### src/rtl/phy_link_poll_pkg.sv
// Shared constants and types for the per-port MDIO link poller: speed codes,
// MDIO frame fields and the bit layout of the PHY-specific status register.
package phy_link_poll_pkg;

  localparam logic [1:0] SPD_10   = 2'b00;
  localparam logic [1:0] SPD_100  = 2'b01;
  localparam logic [1:0] SPD_1000 = 2'b10;

  localparam logic [1:0] MDIO_ST    = 2'b01;
  localparam logic [1:0] MDIO_OP_RD = 2'b10;

  localparam int unsigned SB_SPD_HI   = 15;
  localparam int unsigned SB_SPD_LO   = 14;
  localparam int unsigned SB_DUPLEX   = 13;
  localparam int unsigned SB_RESOLVED = 11;
  localparam int unsigned SB_LINK     = 10;

  // Bit counter reload values: index of the first bit driven/sampled in each phase.
  localparam logic [5:0] PRE_LAST  = 6'd31;
  localparam logic [5:0] CMD_LAST  = 6'd13;
  localparam logic [5:0] TA_LAST   = 6'd1;
  localparam logic [5:0] DATA_LAST = 6'd15;

  typedef enum logic [2:0] {
    ST_WAIT, ST_REQ, ST_PRE, ST_CMD, ST_TA, ST_DATA, ST_DONE
  } poll_state_e;

  typedef struct packed {
    logic       up;
    logic [1:0] speed;
    logic       duplex;
  } link_stat_t;

  // The reserved speed code is reported as 10M.
  function automatic logic [1:0] map_speed(input logic [1:0] raw);
    case (raw)
      SPD_100:  return SPD_100;
      SPD_1000: return SPD_1000;
      default:  return SPD_10;
    endcase
  endfunction

endpackage

### src/rtl/phy_link_poll_if.sv
// MDIO pin bundle plus the req/gnt arbitration pair shared with the MAC-side management path.
interface phy_link_poll_if;
  logic mdio_req;
  logic mdio_gnt;
  logic mdc;
  logic mdio_i;
  logic mdio_o;
  logic mdio_oe;

  modport master (output mdio_req, mdc, mdio_o, mdio_oe, input mdio_gnt, mdio_i);
  modport slave  (input mdio_req, mdc, mdio_o, mdio_oe, output mdio_gnt, mdio_i);
endinterface

### src/rtl/phy_link_poll_clkgen.sv
// MDC divider: low phase first, with single-cycle strobes on the clk where mdc rises/falls.
module mdio_clkgen #(
  parameter int unsigned MDC_HALF = 7
) (
  input  logic clk,
  input  logic rst_n,
  input  logic run_i,
  output logic mdc_o,
  output logic fall_stb_o,
  output logic rise_stb_o
);
  localparam int unsigned CW = (MDC_HALF > 1) ? $clog2(MDC_HALF) : 1;

  logic [CW-1:0] cnt_q;
  logic          mdc_q;
  logic          half_end;

  assign half_end   = run_i && (cnt_q == CW'(MDC_HALF - 1));
  assign rise_stb_o = half_end & ~mdc_q;
  assign fall_stb_o = half_end &  mdc_q;
  assign mdc_o      = mdc_q;

  // Dropping run parks mdc low on the very next edge.
  always_ff @(posedge clk or negedge rst_n) begin
    if (!rst_n) begin
      cnt_q <= '0;
      mdc_q <= 1'b0;
    end else if (!run_i) begin
      cnt_q <= '0;
      mdc_q <= 1'b0;
    end else if (half_end) begin
      cnt_q <= '0;
      mdc_q <= ~mdc_q;
    end else begin
      cnt_q <= cnt_q + 1'b1;
    end
  end
endmodule

### src/rtl/phy_link_poll.sv
// Periodic MDIO read of one PHY status register; publishes link up/speed/duplex for one port.
module phy_link_poll
  import phy_link_poll_pkg::*;
#(
  parameter logic [4:0]  PHY_ADDR    = 5'd0,
  parameter logic [4:0]  STAT_REG    = 5'd17,
  parameter int unsigned MDC_HALF    = 7,
  parameter int unsigned POLL_CYCLES = 3300000,
  parameter int unsigned GNT_TIMEOUT = 65535
) (
  input  logic                   clk,
  input  logic                   rst_n,
  phy_link_poll_if.master        mdio,
  output logic                   phy_up_o,
  output logic [1:0]             phy_speed_o,
  output logic                   phy_duplex_o,
  output logic                   link_change_o,
  output logic                   poll_err_o
);
  localparam int unsigned TMAX = (POLL_CYCLES > GNT_TIMEOUT) ? POLL_CYCLES : GNT_TIMEOUT;
  localparam int unsigned TW   = $clog2(TMAX + 1);
  localparam logic [13:0]   CMD_WORD  = {MDIO_ST, MDIO_OP_RD, PHY_ADDR, STAT_REG};
  localparam logic [TW-1:0] POLL_LOAD = TW'(POLL_CYCLES);
  localparam logic [TW-1:0] GNT_LOAD  = TW'(GNT_TIMEOUT - 1);

  poll_state_e   state_q, state_d;
  logic [TW-1:0] timer_q, timer_d;
  logic [5:0]    bitcnt_q, bitcnt_d;
  logic [15:0]   sh_q, sh_d;
  logic          mdo_q, mdo_d;
  logic          oe_q, oe_d;
  logic          ta_q, ta_d;
  logic          err_q, err_d;
  link_stat_t    stat_q, stat_d, stat_prev_q;
  logic          lc_q;
  logic          in_frame, mdc, fall_stb, rise_stb;
  logic [3:0]    cmd_idx;

  assign in_frame = state_q inside {ST_PRE, ST_CMD, ST_TA, ST_DATA};
  assign cmd_idx  = bitcnt_q[3:0] - 4'd1;

  mdio_clkgen #(.MDC_HALF(MDC_HALF)) u_clkgen (
    .clk        (clk),
    .rst_n      (rst_n),
    .run_i      (in_frame & mdio.mdio_gnt),
    .mdc_o      (mdc),
    .fall_stb_o (fall_stb),
    .rise_stb_o (rise_stb)
  );

  // Timer counts down the poll interval in WAIT and the grant budget in REQ.
  always_comb begin
    state_d  = state_q;
    timer_d  = timer_q;
    bitcnt_d = bitcnt_q;
    sh_d     = sh_q;
    mdo_d    = mdo_q;
    oe_d     = oe_q;
    ta_d     = ta_q;
    err_d    = err_q;
    stat_d   = stat_q;
    case (state_q)
      ST_WAIT: begin
        if (timer_q == '0) begin
          state_d = ST_REQ;
          timer_d = GNT_LOAD;
        end else begin
          timer_d = timer_q - 1'b1;
        end
      end
      ST_REQ: begin
        if (mdio.mdio_gnt) begin
          state_d  = ST_PRE;
          bitcnt_d = PRE_LAST;
          mdo_d    = 1'b1;
          oe_d     = 1'b1;
        end else if (timer_q == '0) begin
          state_d = ST_WAIT;
          err_d   = 1'b1;
          timer_d = POLL_LOAD;
        end else begin
          timer_d = timer_q - 1'b1;
        end
      end
      ST_PRE, ST_CMD, ST_TA, ST_DATA: begin
        if (!mdio.mdio_gnt) begin
          // Lost the bus: release immediately and leave the published status alone.
          state_d = ST_WAIT;
          oe_d    = 1'b0;
          mdo_d   = 1'b1;
          err_d   = 1'b1;
          timer_d = POLL_LOAD;
        end else begin
          if (rise_stb) begin
            if (state_q == ST_TA && bitcnt_q == '0) ta_d = mdio.mdio_i;
            if (state_q == ST_DATA) sh_d = {sh_q[14:0], mdio.mdio_i};
          end
          if (fall_stb) begin
            if (bitcnt_q != '0) begin
              bitcnt_d = bitcnt_q - 1'b1;
              if (state_q == ST_CMD) mdo_d = CMD_WORD[cmd_idx];
            end else begin
              case (state_q)
                ST_PRE: begin
                  state_d  = ST_CMD;
                  bitcnt_d = CMD_LAST;
                  mdo_d    = CMD_WORD[13];
                end
                ST_CMD: begin
                  state_d  = ST_TA;
                  bitcnt_d = TA_LAST;
                  oe_d     = 1'b0;
                  mdo_d    = 1'b1;
                end
                ST_TA: begin
                  state_d  = ST_DATA;
                  bitcnt_d = DATA_LAST;
                end
                default: state_d = ST_DONE;
              endcase
            end
          end
        end
      end
      ST_DONE: begin
        state_d = ST_WAIT;
        timer_d = POLL_LOAD;
        if (ta_q) begin
          // Pulled-up turnaround means nobody answered.
          err_d     = 1'b1;
          stat_d.up = 1'b0;
        end else begin
          err_d         = 1'b0;
          stat_d.up     = sh_q[SB_LINK] & sh_q[SB_RESOLVED];
          stat_d.speed  = map_speed(sh_q[SB_SPD_HI:SB_SPD_LO]);
          stat_d.duplex = sh_q[SB_DUPLEX];
        end
      end
      default: state_d = ST_WAIT;
    endcase
  end

  always_ff @(posedge clk or negedge rst_n) begin
    if (!rst_n) begin
      state_q     <= ST_WAIT;
      timer_q     <= '0;
      bitcnt_q    <= '0;
      sh_q        <= '0;
      mdo_q       <= 1'b1;
      oe_q        <= 1'b0;
      ta_q        <= 1'b1;
      err_q       <= 1'b0;
      stat_q      <= '0;
      stat_prev_q <= '0;
      lc_q        <= 1'b0;
    end else begin
      state_q     <= state_d;
      timer_q     <= timer_d;
      bitcnt_q    <= bitcnt_d;
      sh_q        <= sh_d;
      mdo_q       <= mdo_d;
      oe_q        <= oe_d;
      ta_q        <= ta_d;
      err_q       <= err_d;
      stat_q      <= stat_d;
      stat_prev_q <= stat_q;
      lc_q        <= (stat_q != stat_prev_q);
    end
  end

  assign mdio.mdio_req = in_frame || (state_q == ST_REQ);
  assign mdio.mdc      = mdc;
  assign mdio.mdio_o   = mdo_q;
  assign mdio.mdio_oe  = oe_q;

  assign phy_up_o      = stat_q.up;
  assign phy_speed_o   = stat_q.speed;
  assign phy_duplex_o  = stat_q.duplex;
  assign link_change_o = lc_q;
  assign poll_err_o    = err_q;
endmodule

### src/flat_wrapper.sv
// flat-port wrapper written by rule: the top's interface ports become plain ports
module phy_link_poll_flat import phy_link_poll_pkg::*;
#(
  parameter logic [4:0]  PHY_ADDR    = 5'd0,
  parameter logic [4:0]  STAT_REG    = 5'd17,
  parameter int unsigned MDC_HALF    = 7,
  parameter int unsigned POLL_CYCLES = 3300000,
  parameter int unsigned GNT_TIMEOUT = 65535
)
  (clk, rst_n, phy_up_o, phy_speed_o, phy_duplex_o, link_change_o, poll_err_o, mdio_mdio_req, mdio_mdc, mdio_mdio_o, mdio_mdio_oe, mdio_mdio_gnt, mdio_mdio_i);
  phy_link_poll_if mdio_i ();
  input  logic clk;
  input  logic rst_n;
  output logic phy_up_o;
  output logic [1:0] phy_speed_o;
  output logic phy_duplex_o;
  output logic link_change_o;
  output logic poll_err_o;
  output wire logic [$bits(mdio_i.mdio_req)-1:0] mdio_mdio_req;
  output wire logic [$bits(mdio_i.mdc)-1:0] mdio_mdc;
  output wire logic [$bits(mdio_i.mdio_o)-1:0] mdio_mdio_o;
  output wire logic [$bits(mdio_i.mdio_oe)-1:0] mdio_mdio_oe;
  input wire logic [$bits(mdio_i.mdio_gnt)-1:0] mdio_mdio_gnt;
  input wire logic [$bits(mdio_i.mdio_i)-1:0] mdio_mdio_i;
  assign mdio_mdio_req = mdio_i.mdio_req;
  assign mdio_mdc = mdio_i.mdc;
  assign mdio_mdio_o = mdio_i.mdio_o;
  assign mdio_mdio_oe = mdio_i.mdio_oe;
  assign mdio_i.mdio_gnt = mdio_mdio_gnt;
  assign mdio_i.mdio_i = mdio_mdio_i;
  phy_link_poll #(.PHY_ADDR(PHY_ADDR), .STAT_REG(STAT_REG), .MDC_HALF(MDC_HALF), .POLL_CYCLES(POLL_CYCLES), .GNT_TIMEOUT(GNT_TIMEOUT)) u_core (.clk(clk), .rst_n(rst_n), .mdio(mdio_i), .phy_up_o(phy_up_o), .phy_speed_o(phy_speed_o), .phy_duplex_o(phy_duplex_o), .link_change_o(link_change_o), .poll_err_o(poll_err_o));
endmodule
### config.mk
export PLATFORM = sky130hd
export DESIGN_NAME = phy_link_poll_flat
export DESIGN_NICKNAME = d
export VERILOG_FILES = /design/src/rtl/phy_link_poll_pkg.sv /design/src/rtl/phy_link_poll_if.sv /design/src/rtl/phy_link_poll_clkgen.sv /design/src/rtl/phy_link_poll.sv /design/src/flat_wrapper.sv
export SDC_FILE = /design/constraint.sdc
export NUM_CORES = 1
export LEC_CHECK = 0
export BUFFER_PORTS_ARGS = -buffer_cell sky130_fd_sc_hd__buf_2
export CORE_ASPECT_RATIO = 1.75
export CORE_MARGIN = 3
export CORE_UTILIZATION = 45
export CTS_BUF_LIST = sky130_fd_sc_hd__clkbuf_2
export DETAILED_ROUTE_END_ITERATION = 10
export PLACE_DENSITY = 0.63
export REMOVE_ABC_BUFFERS = 1
export SLEW_MARGIN = 30
export SYNTH_ARGS = -nofsm -noshare
export SYNTH_HDL_FRONTEND = slang
export SYNTH_SLANG_ARGS = --single-unit
### constraint.sdc
create_clock -name clk -period 3.09 [get_ports clk]
set_input_delay 0.618 -clock clk [delete_from_list [all_inputs] [get_ports clk]]
set_output_delay 0.618 -clock clk [all_outputs]
set_load 0.02 [all_outputs]
After elaboration in Yosys (flattened, before gate mapping)
Memories as Yosys holds them, arrays and structs flattened.
Index checks and enable logic that the tools add are counted.
{"block": "classes", "n_eq_ne": 25, "mux": 43, "n_reduce_logical": 21, "n_lt_le_gt_ge": 1, "bitwise_logic": 6, "n_addsub": 4}
{"operator": "$mux 22", "count": 4}
{"operator": "$pmux 22 s4", "count": 1}
{"operator": "$mux 3", "count": 8}
{"operator": "$mux 6", "count": 4}
{"operator": "$logic_not 22->1", "count": 1}
{"operator": "$sub 22x1->22 const B", "count": 1}
{"operator": "$pmux 3 s3", "count": 2}
{"operator": "$pmux 6 s3", "count": 1}
{"operator": "$mux 1", "count": 17}
{"operator": "$reduce_and 4->1", "count": 4}
{"operator": "$reduce_and 5->1", "count": 3}
{"operator": "$eq 3x3->1 const B", "count": 4}
{"operator": "$pmux 6 s2", "count": 1}
{"operator": "$ne 3x2->1 const B", "count": 3}
{"operator": "$ne 2x1->1 const B", "count": 4}
{"operator": "$ne 2x2->1 const B", "count": 4}
{"operator": "$reduce_bool 4->1", "count": 2}
{"operator": "$eq 3x2->1 const B", "count": 2}
{"operator": "$logic_not 6->1", "count": 1}
{"operator": "$pmux 1 s2", "count": 3}
{"operator": "$reduce_bool 6->1", "count": 1}
{"operator": "$sub 6x1->6 const B", "count": 1}
{"operator": "$lt 4x5->1 const B", "count": 1}
{"operator": "$ne 5x1->1 const B", "count": 1}
{"operator": "other kinds (21)", "count": 26}
{"block": "word_totals", "word_cells": 118, "in_bits": 4, "mem_bits_ro": 16, "mem_count": 1, "register_bits": 64, "out_inout_bits": 10}
{"memory": "(no name shown)", "words": 16, "word_bits": 1, "read_ports": 1, "rd_clocked_by_memory_dff": 0, "write_ports": 0, "line_no": "phy_link_poll.sv:101", "rtl": "if (state_q == ST_CMD) mdo_d = CMD_WORD[cmd_idx];"}

Longest topological paths before layout
{"block": "logic_depth", "word_depth": 8, "ltp_mapped": 10, "ltp_nobuf": 7}

Cells and area by module
Synthesis repeated with hierarchy kept, for this count alone.
{"block": "unflattened", "cells_unflattened": 336, "hier_area_um2": 3429.5}
{"mod": "phy_link_poll", "cells_per_inst": 317, "instances": 1, "area_per_inst_um2": 3228.1, "seq_area_each_um2": 1503.9}
{"mod": "mdio_clkgen", "cells_per_inst": 19, "instances": 1, "area_per_inst_um2": 201.4, "seq_area_each_um2": 100.1}

Least setup slack after synthesis
OpenSTA, ideal clock, no wires.
{"block": "synth_path", "path_type": "flip-flop to flip-flop", "startpoint": "register u_core.state_q[1]", "endpoint": "register u_core.sh_q[10]", "path_stages_with_launch": 9, "period_less_slack_ps": 2610, "setup_time_ps": 125, "arrival_time_ps": 2486, "required_ps": 2965, "n_path_buf": 2, "setup_slack_ps": 480, "path_cell_list": "dfrtp_1 -> buf_4 -> inv_1 -> ha_1 -> nand2_1 -> or4_1 -> nor2_1 -> buf_2 -> mux2_2"}
{"block": "synth_via", "elab_chain_cells": 6, "elab_cells_between_ends": 10, "cone_classes": "eq/ne (4); bitwise (2); reduce/logical (4)"}
{"element": "start, declared", "line_no": "phy_link_poll.sv:26", "rtl": "poll_state_e state_q, state_d;"}
{"element": "start signal, assigned", "line_no": "phy_link_poll.sv:157", "rtl": "state_q <= state_d;"}
{"element": "$eq 3x2->1, or another cell as far along", "line_no": "phy_link_poll.sv:39, phy_link_poll.sv:62"}
{"element": "$reduce_bool 4->1", "line_no": "phy_link_poll.sv:39", "rtl": "assign in_frame = state_q inside {ST_PRE, ST_CMD, ST_TA, ST_DATA};"}
{"element": "$and 1x1->1", "line_no": "phy_link_poll.sv:45", "rtl": ".run_i (in_frame & mdio.mdio_gnt),"}
{"element": "$logic_and 1x1->1", "line_no": "phy_link_poll_clkgen.sv:18", "rtl": "assign half_end = run_i && (cnt_q == CW'(MDC_HALF - 1));"}
{"element": "$and 1x1->1", "line_no": "phy_link_poll_clkgen.sv:19", "rtl": "assign rise_stb_o = half_end & ~mdc_q;"}
{"element": "$reduce_and 4->1 (no source line) (*)"}
{"element": "end signal, assigned", "line_no": "phy_link_poll.sv:148", "rtl": "sh_q <= '0;"}
{"element": "end signal, assigned", "line_no": "phy_link_poll.sv:160", "rtl": "sh_q <= sh_d;"}
{"element": "end, declared", "line_no": "phy_link_poll.sv:29", "rtl": "logic [15:0] sh_q, sh_d;"}
Every way passes the cells marked *; elsewhere a longest branch is shown, timed or not.
A chain may end at the register's enable or synchronous reset.

Final worst setup path
{"block": "layout_path", "startpoint": "register u_core.state_q[1]", "endpoint": "output port mdio_mdio_req"}
{"block": "layout_via", "elab_chain_cells": 3, "elab_cells_between_ends": 7, "cone_classes": "eq/ne (5); reduce/logical (2)"}
{"element": "$eq 3x2->1 / $eq 3x3->1 (equally long branches)", "line_no": "phy_link_poll.sv:39"}
{"element": "$reduce_bool 4->1", "line_no": "phy_link_poll.sv:39"}
{"element": "$logic_or 1x1->1 (*)", "line_no": "phy_link_poll.sv:171", "rtl": "assign mdio.mdio_req = in_frame || (state_q == ST_REQ);"}
{"element": "end, declared", "line_no": "flat_wrapper.sv:19", "rtl": "output wire logic [$bits(mdio_i.mdio_req)-1:0] mdio_mdio_req;"}
Marked as above.

==> flow_metrics.tcl <==
set metrics [dict create \
    hold_viol 0 \
    cts_tree "built" \
    internal-power_mw 1.83 \
    cts_resized 0 \
    power.net_switching_mw 1.48 \
    grt.met3_usage_pct 4.07 \
    cp_max_fo 19 \
    fin_ws_ns 0.434 \
    setup_viol 0 \
    placed_area_mm2 0.00371 \
    cts_made_buffers 9 \
    synth-compound-area-share_pct 18.1 \
    grt_use_total_pct 19.6 \
    p_leak_nw 1.66 \
    ir_drop_uv 431 \
    final_core_util_pct 51.0 \
    grt_max_degree 35 \
    drt_first_iter_violations 242 \
    synth_xor_area_share_pct 1.24 \
    first_pass_iters 5 \
    drtAntennaViolNets 0 \
    swShare_pct 44.6 \
    routed_via_density 6.14 \
    synth_ff_type "dfrtp_1" \
    hold_class "input port to asynchronous set/reset pin" \
    ios 14 \
    cts_max_level 3 \
    synth_mux_area_share_pct 6.65 \
    arrival_ns 2.04 \
    start_util_pct 46.5 \
    nNetsFinal 389 \
    rsz0062_at_grt "no" \
    clockBufferDepth 2 \
    path_clk_slew_ns 0.22 \
    critPathKind "flop to output port" \
    port_buffers 13 \
    pwr_density_cell_mw_per_mm2 857 \
    ys_seq_elements 64 \
    synth_top_family_by_area "simple AND/OR/NAND/NOR gates" \
    timing.fmax_ghz 0.377 \
    skew_ns 0.0310 \
    cts_sinks 64 \
    drc 0 \
    relSlewSlack_pct 49.8 \
    grt_use_met1_pct 21.1 \
    num-fill-cells 710 \
    grt_util_met2_pct 35.7 \
    dpl.hpwl_um 6020 \
    avgRoutedWirePerCell_um 17.1 \
    post_cts_buffers 0 \
    synth.area.top_cells "dfrtp_1 44%, mux2_2 5.8%, nand2_1 3.5%" \
    maxCapViolCount 0 \
    vias 2879 \
    syn2layout_area_growth_pct 9.63 \
    setup_tns_ns 0 \
    dieArea_mm2 0.00896 \
    ys_seq_area_share_pct 45.6 \
    period_share_pct 86.0 \
    async_flop_share_pct 100 \
    synth_simple_gate_area_share_pct 21.7 \
    antenna_found_initial 0 \
    place.gp.congestion 0.886 \
    end_kind "output port" \
    combPwrFrac_pct 45.9 \
    yosysTopAreaCell "dfrtp_1" \
    ys_types 69 \
    syn_avg_cell_area_um2 9.95 \
    drive_above_1_share_pct 19.9 \
    die_w_um 72.9 \
    slew_viol_final 0 \
    row_count 42 \
    pre_cts_slack_ns 0.531 \
    cp-start-kind "flop" \
    busiest_layer "met2" \
    run_status "complete, no violations" \
    grt_pass1_wl_um 13600 \
    wirelength_um 8030 \
    synth_top_area_share_pct 44.1 \
    syn_inst 354 \
    die_h_um 123 \
    syn_area_mm2 0.00352 \
    crit_required_ns 2.47 \
    n_antenna_cell 0 \
    pwr-share-clk_pct 18.9 \
    seqPwrFrac_pct 35.2 \
    tightestPinTransition_ns 0.753 \
    first_global_vias 2785 \
    synth_edf_count 0 \
    core_area_mm2 0.00757 \
    synthAdderAreaFrac_pct 3.20 \
    finalCriticalPeriod_ns 2.66 \
    insertion_delay_ns 0.55 \
    hold_buffers 0 \
    ys.warnings.count 0 \
    overflow 0 \
    ctsRootBufferMaster "clkbuf_2" \
    final_area_mm2 0.00386 \
]
[power groups by stage]
stage | Clock (mW) | Sequential (mW) | Combinational (mW)
after floorplan | 0 | 1.17 | 1.01
after global placement | 0 | 1.17 | 1.50
after detailed placement | 0 | 1.18 | 1.51
after CTS | 0.645 | 1.16 | 1.51
after global routing | 0.680 | 1.19 | 1.69
final | 0.627 | 1.16 | 1.52
[stage by stage]
step           power (mW)  instances  hold slack, ns
6_report             3.31        469          0.0935
5_1_grt              3.56        469          0.0898
4_1_cts              3.32        469          0.0693
3_5_place_dp         2.68        453           0.427
3_3_place_gp         2.67        453           0.419
2_1_floorplan        2.17        340           0.322
[cell usage in the layout, fill, tap and decap left out, types with 5 or more instances in the layout]
cell type,netlist,routed
clkbuf_2,0,9
a2bb2oi_1,5,5
dfrtp_1,62,62
mux2_2,18,18
buf_4,3,12
or3_1,8,8
nand2_1,33,33
nand2b_1,9,9
a311oi_1,6,6
nand3_1,13,13
nor3_1,10,10
ha_1,9,9
inv_1,13,13
or4_1,5,5
a21oi_1,20,20
o21ai_0,16,16
nor2_1,24,24
buf_2,2,13
nand4_1,5,5
o31ai_1,6,6
[final timing paths]
kind	to	slack, ns	start	depth (start not counted)
worst max-delay path	mdio_mdio_req	0.43	u_core.state_q[1]	5
worst min-delay path	u_core.stat_prev_q[0]	0.09	rst_n	1
worst max register to register	u_core.timer_q[2]	0.49	u_core.timer_q[0]	7
worst min register to register	u_core.stat_prev_q[0]	0.47	u_core.phy_duplex_o	0
max in group asynchronous	u_core.mdio.mdio_o	2.20	rst_n	2
min in group clk	u_core.ta_q	0.32	mdio_mdio_i	2
[layer usage]
layer	wire (um)	vias to the layer above
li1	-	1360
met1	3060	1419
met2	4450	81
met3	301	19
met4	218	0
met5	0	-
[final cells by class]
class	instances	area, um2	area share (%)
flip-flops and latches	64	1600	41.6
clock inverters	7	103	2.66
inverters	13	48.8	1.26
multi-input cells	263	1790	46.5
repair buffers	25	155	4.02
clock buffers	9	45.0	1.17
well taps	88	110	2.85
[logic make-up (layout without fill, tap and decap cells)]
family,Yosys count,after routing
AND/OR/NAND/NOR,137,137
AO/OA/AOI/OAI,91,91
flip-flops,64,64
buffers and inverters,27,54
multiplexers,21,21
adder cells (fa/ha/maj),9,9
XOR/XNOR,5,5
[state kept, by name, summed over array words and instances, names as in the netlist]
signal,count
u_core.sh_q,16
u_core.mdio.mdio_o,1
u_core.timer_q,22
u_core.ta_q,1
u_core.bitcnt_q,6
u_core.u_clkgen.mdc_o,1
u_core.phy_duplex_o,1
u_core.u_clkgen.cnt_q,3
u_core.stat_prev_q,4
u_core.mdio.mdio_oe,1
u_core.phy_up_o,1
u_core.state_q,3
u_core.phy_speed_o,2
u_core.link_change_o,1
u_core.poll_err_o,1
[synthesized netlist by cell type, drive strengths merged (2+ instances only)]
master / n
a21oi: 21
o21ai: 17
and3: 2
o31ai: 6
and2: 5
a22o: 2
nand4: 5
or4: 6
a31oi: 5
nand3b: 2
nor2: 24
o41ai: 2
o22a: 4
a211o: 3
o22ai: 3
or4b: 2
clkbuf: 7
dfstp: 2
o311ai: 2
o2bb2ai: 2
mux2i: 2
buf: 7
or3: 9
mux2: 19
nor3: 12
a311oi: 6
xnor2: 4
nor3b: 3
or2: 2
dfrtp: 62
ha: 9
inv: 13
nor4: 4
o211ai: 4
nand2: 34
nand3: 13
a2bb2oi: 5
nand2b: 9
[critical path: stages (launching register included)]
cell	delay, ns
dfrtp_1	0.42
inv_1	0.15
ha_1	0.27
buf_4	0.20
or2_2	0.30
buf_2	0.16
(Power assumes the default switching activity.)
